[src/rtl/fmul_issue.sv]
// Issue/collect stage in front of the FPU multiplier: registers operands, tracks each op
// through the fixed multiplier latency and buffers {result, tag} in an in-order FIFO.
module fmul_issue #(
    parameter int LAT   = 2,
    parameter int DEPTH = 4,
    parameter int TAGW  = 5
) (
    input  logic            clk,
    input  logic            rstn,
    input  logic            flush,
    input  logic            in_valid,
    output logic            in_ready,
    input  logic [31:0]     in_x1,
    input  logic [31:0]     in_x2,
    input  logic [TAGW-1:0] in_tag,
    output logic [31:0]     mul_x1,
    output logic [31:0]     mul_x2,
    input  logic [31:0]     mul_y,
    output logic            out_valid,
    input  logic            out_ready,
    output logic [31:0]     out_y,
    output logic [TAGW-1:0] out_tag,
    output logic            busy
);

    localparam int CW = $clog2(DEPTH + 1);
    localparam int PW = (DEPTH > 1) ? $clog2(DEPTH) : 1;

    logic [31:0]     r_mul_x1;
    logic [31:0]     r_mul_x2;
    logic [LAT-1:0]  r_vld;
    logic [TAGW-1:0] r_ptag [LAT];
    logic [31:0]     r_fy   [DEPTH];
    logic [TAGW-1:0] r_ftag [DEPTH];
    logic [PW-1:0]   r_wptr;
    logic [PW-1:0]   r_rptr;
    logic [CW-1:0]   r_fcnt;
    logic [CW-1:0]   r_cnt;

    logic w_accept;
    logic w_push;
    logic w_pop;
    logic w_clear;

    function automatic logic [PW-1:0] ptr_next(input logic [PW-1:0] p);
        return (p == PW'(DEPTH - 1)) ? '0 : p + 1'b1;
    endfunction

    // Credit check covers in-flight ops too, so a capture always finds a free FIFO slot.
    assign in_ready  = rstn & ~flush & (r_cnt < CW'(DEPTH));
    assign w_accept  = in_valid & in_ready;
    assign w_push    = r_vld[LAT-1];
    assign out_valid = (r_fcnt != '0);
    assign w_pop     = out_valid & out_ready;
    assign w_clear   = ~rstn | flush;

    assign mul_x1  = r_mul_x1;
    assign mul_x2  = r_mul_x2;
    assign out_y   = out_valid ? r_fy[r_rptr]   : '0;
    assign out_tag = out_valid ? r_ftag[r_rptr] : '0;
    assign busy    = (r_cnt != '0);

    always_ff @(posedge clk) begin
        if (!rstn) begin
            r_mul_x1 <= '0;
            r_mul_x2 <= '0;
        end else if (w_accept) begin
            r_mul_x1 <= in_x1;
            r_mul_x2 <= in_x2;
        end
    end

    always_ff @(posedge clk) begin
        if (w_clear) begin
            r_vld <= '0;
        end else begin
            r_vld[0] <= w_accept;
            for (int i = 1; i < LAT; i++) r_vld[i] <= r_vld[i-1];
        end
    end

    always_ff @(posedge clk) begin
        r_ptag[0] <= in_tag;
        for (int i = 1; i < LAT; i++) r_ptag[i] <= r_ptag[i-1];
    end

    // mul_y is only looked at on the edge where the tracked op leaves the valid chain.
    always_ff @(posedge clk) begin
        if (w_push) begin
            r_fy[r_wptr]   <= mul_y;
            r_ftag[r_wptr] <= r_ptag[LAT-1];
        end
    end

    always_ff @(posedge clk) begin
        if (w_clear) begin
            r_wptr <= '0;
            r_rptr <= '0;
            r_fcnt <= '0;
            r_cnt  <= '0;
        end else begin
            if (w_push) r_wptr <= ptr_next(r_wptr);
            if (w_pop)  r_rptr <= ptr_next(r_rptr);
            r_fcnt <= r_fcnt + CW'(w_push) - CW'(w_pop);
            r_cnt  <= r_cnt + CW'(w_accept) - CW'(w_pop);
        end
    end

endmodule

[config.mk]
export PLATFORM = sky130hd
export DESIGN_NAME = fmul_issue
export DESIGN_NICKNAME = d
export VERILOG_FILES = /design/src/rtl/fmul_issue.sv
export SDC_FILE = /design/constraint.sdc
export NUM_CORES = 1
export LEC_CHECK = 0
export CAP_MARGIN = 20
export CORE_MARGIN = 3
export CORE_UTILIZATION = 30
export CTS_BUF_LIST = sky130_fd_sc_hd__clkbuf_16
export CTS_CLUSTER_SIZE = 8
export DETAILED_ROUTE_END_ITERATION = 10
export HOLD_SLACK_MARGIN = 0.03
export PLACE_DENSITY = 0.49
export SYNTH_ARGS = -nofsm -noshare
export SYNTH_HDL_FRONTEND = slang
export SYNTH_SLANG_ARGS = --single-unit
[constraint.sdc]
create_clock -name clk -period 7.43 [get_ports clk]
set_clock_uncertainty 0.05 [all_clocks]
set_input_delay 1.486 -clock clk [delete_from_list [all_inputs] [get_ports clk]]
set_output_delay 1.486 -clock clk [all_outputs]
set_load 0.01 [all_outputs]
==> metrics.yaml <==
drt_pass1_iterations: 4
syn_area_per_cell_sq_um: 15.5
initial_utilization_pct: 30.5
crit_fanout: 37
ys_types: 29
path_depth: 5
finalMaxSlewViolations: 0
port_buffers: 209
cts_resized: 0
route.vias.total: 5320
clk_path_buf_depth: 3
ioPinCount: 210
finalSetupTns_ns: 0
crit_start: "rstn"
diodes: 0
synthArstFlopShare_pct: 0
grt_pass1_vias: 6029
internal_power_w: 0.00241
rows: 63
overflow: 0
syn2layout_area_growth_pct: 38.2
timing.rr.end: "r_cnt[2]"
insertion_delay_ns: 0.49
status: "finished, final reports clean"
dp.final_hpwl_um: 13100
grt_pass1_wl_um: 32500
comb_power_share_pct: 6.0
crit_chain: "buf_2 > buf_12 > nand2b_1 > nor2_1 > clkdlybuf4s50_1"
p_leak_nw: 4.94
setup_viol: 0
seqPwrFrac_pct: 47.4
cts_max_level: 2
rr_worst_depth: 8
cp.buffers_inverters: 3
drv_cap: 0
cts_setup_buffers: 0
cts-hold-fix-buffers: 0
cts_tree: "yes"
r2r_start: "r_cnt[2]"
drt-initial-drc-count: 253
critPathKind: "primary input to output port"
cp-end-kind: "output port"
synth-edff-count: 148
fin_ws_ns: 2.67
worstMarginPinSlew_ns: 1.10
slew_headroom_pct: 26.8
place_ws_ns: 2.66
reg2reg_slack_ns: 4.60
cpMaxStageDelayCell: "clkdlybuf4s50_1"
peakVddDrop_mv: 0.169
synthFlopType: "edfxtp_1"
hold_viol: 0
clock-sinks: 236
cts-buffers-inserted: 35
grt_start_max_net_pins: 67
drive_gt1_share_pct: 10.3
gp_congestion: 0.769
final_area_sq_um: 12500
synthCells: 584
ys_seq_elements: 236
power_frac_clock_pct: 46.6
cp-start-kind: "primary input"
fin_crit_sh_pct: 64.0
wl_per_cell_um: 16.9
postRouteAntennaNets: 0
coreArea_sq_um: 29700
chipHeight_um: 180
clockRootBuffer: "clkbuf_16"
crit_end: "in_ready"
yosys_warnings: 0
switching_share_pct: 20.5
powerDensity_nw_per_um2: 241
crit_arrival_ns: 3.22
path_clk_slew_ns: 0.05
max_stage_delay_ns: 0.58
min_period_ns: 4.76
final_common_cell: "clkdlybuf4s50_1"
hp-class: "register to register"
crit_family: "buffers and inverters"
grt.total_usage_pct: 12.6
syn_area_sq_um: 9060
fillers: 2687
wl_um: 20500
max_freq_mhz: 210
die-area_sq_um: 32300
die_w_um: 180
antenna_found_initial: 2
ys_seq_area_share_pct: 68.5
rsz0062_at_grt: "false"
layout_common_cells: "208 x clkdlybuf4s50_1, 148 x edfxtp_1, 86 x dfxtp_1"
via_per_inst: 4.38
switching_power_w: 0.000619
route.detailed.drc: 0
synth_nets: 700
required_ns: 5.89
place_area_sq_um: 11600
final_nets: 925
timing.hold.ws_ns: 0.272
==> worst min path at each step <==
stage                  from      endpoint  slack (ns)  cells after the start
2_1_floorplan  r_ptag[0][0]  r_ptag[0][5]        0.26                      0
3_3_place_gp   r_ptag[0][3]  r_ptag[0][8]        0.26                      0
3_5_place_dp   r_ptag[0][0]  r_ptag[0][5]        0.26                      0
4_1_cts        r_ptag[0][2]  r_ptag[0][7]        0.27                      0
5_1_grt        r_ptag[0][3]  r_ptag[0][8]        0.28                      0
6_report       r_ptag[0][2]  r_ptag[0][7]        0.27                      0
==> power by group through the flow <==
stage	Clock, W	Sequential (W)	Combinational [W]
after global placement	0	0.00146	0.000180
after floorplan	0	0.00147	0.0000520
after global routing	0.00152	0.00144	0.000198
final	0.00141	0.00143	0.000182
after CTS	0.00146	0.00143	0.000185
after detailed placement	0	0.00146	0.000185
==> cell type report <==
class / instances / area, sq um / share of cell area [%]
Clock buffer: 35 / 876 / 6.99
Clock inverter: 17 / 105 / 0.839
Inverter: 71 / 267 / 2.13
Multi-Input combinational cell: 248 / 2420 / 19.3
Sequential cell: 236 / 6210 / 49.5
Tap cell: 390 / 488 / 3.89
Timing Repair Buffer: 217 / 2170 / 17.3
==> metal layers <==
metal	up-vias	track usage, %	wire length, um
li1	2494	-	-
met1	2583	15.3	8530
met2	202	20.0	9360
met3	37	6.09	2190
met4	4	3.37	384
met5	-	0	21
==> stage by stage <==
stage / total power (W) / utilization [%] / instances
2_1_floorplan: 0.00152 / - / 584
4_1_cts: 0.00308 / 42.2 / 1214
6_report: 0.00303 / 42.2 / 1214
5_1_grt: 0.00315 / 42.2 / 1214
3_3_place_gp: 0.00164 / 38.7 / 1160
3_5_place_dp: 0.00164 / 38.9 / 1162
==> cell usage after synthesis, types with 3 or more instances <==
master      n  area share [%]
and2_1     46             3.2
buf_12      3            0.66
buf_2       7            0.39
buf_4       4            0.33
clkbuf_1   12            0.50
dfxtp_1    88              19
edfxtp_1  148              49
ha_1        8             1.1
inv_1      71             2.9
mux2i_1    69             7.6
mux4_1      7             2.0
mux4_2     30             7.5
nand2_1    64             2.7
nand3b_1    3            0.25
nor2_1      5            0.21
nor2b_1     3            0.21
==> registers in the layout, summed over array words and instances (netlist names), named ones only <==
| register | flops |
|---|---|
| r_fy | 128 |
| mul_x1 | 32 |
| mul_x2 | 32 |
| r_ftag | 20 |
| r_ptag | 10 |
| r_cnt | 3 |
| r_fcnt | 3 |
| r_rptr | 2 |
| r_vld | 2 |
| r_wptr | 2 |
==> cell families after synthesis <==
| group | count (synthesis) | share of synthesized area [%] |
|---|---|---|
| buf+inv | 100 | 5.12 |
| simple gates | 127 | 6.98 |
| fa+ha+maj | 10 | 1.55 |
| compound gates | 2 | 0.179 |
| xor+xnor | 3 | 0.607 |
| mux | 106 | 17.1 |
| flops | 236 | 68.5 |
No activity file was read; power rests on OpenSTA's default activity.
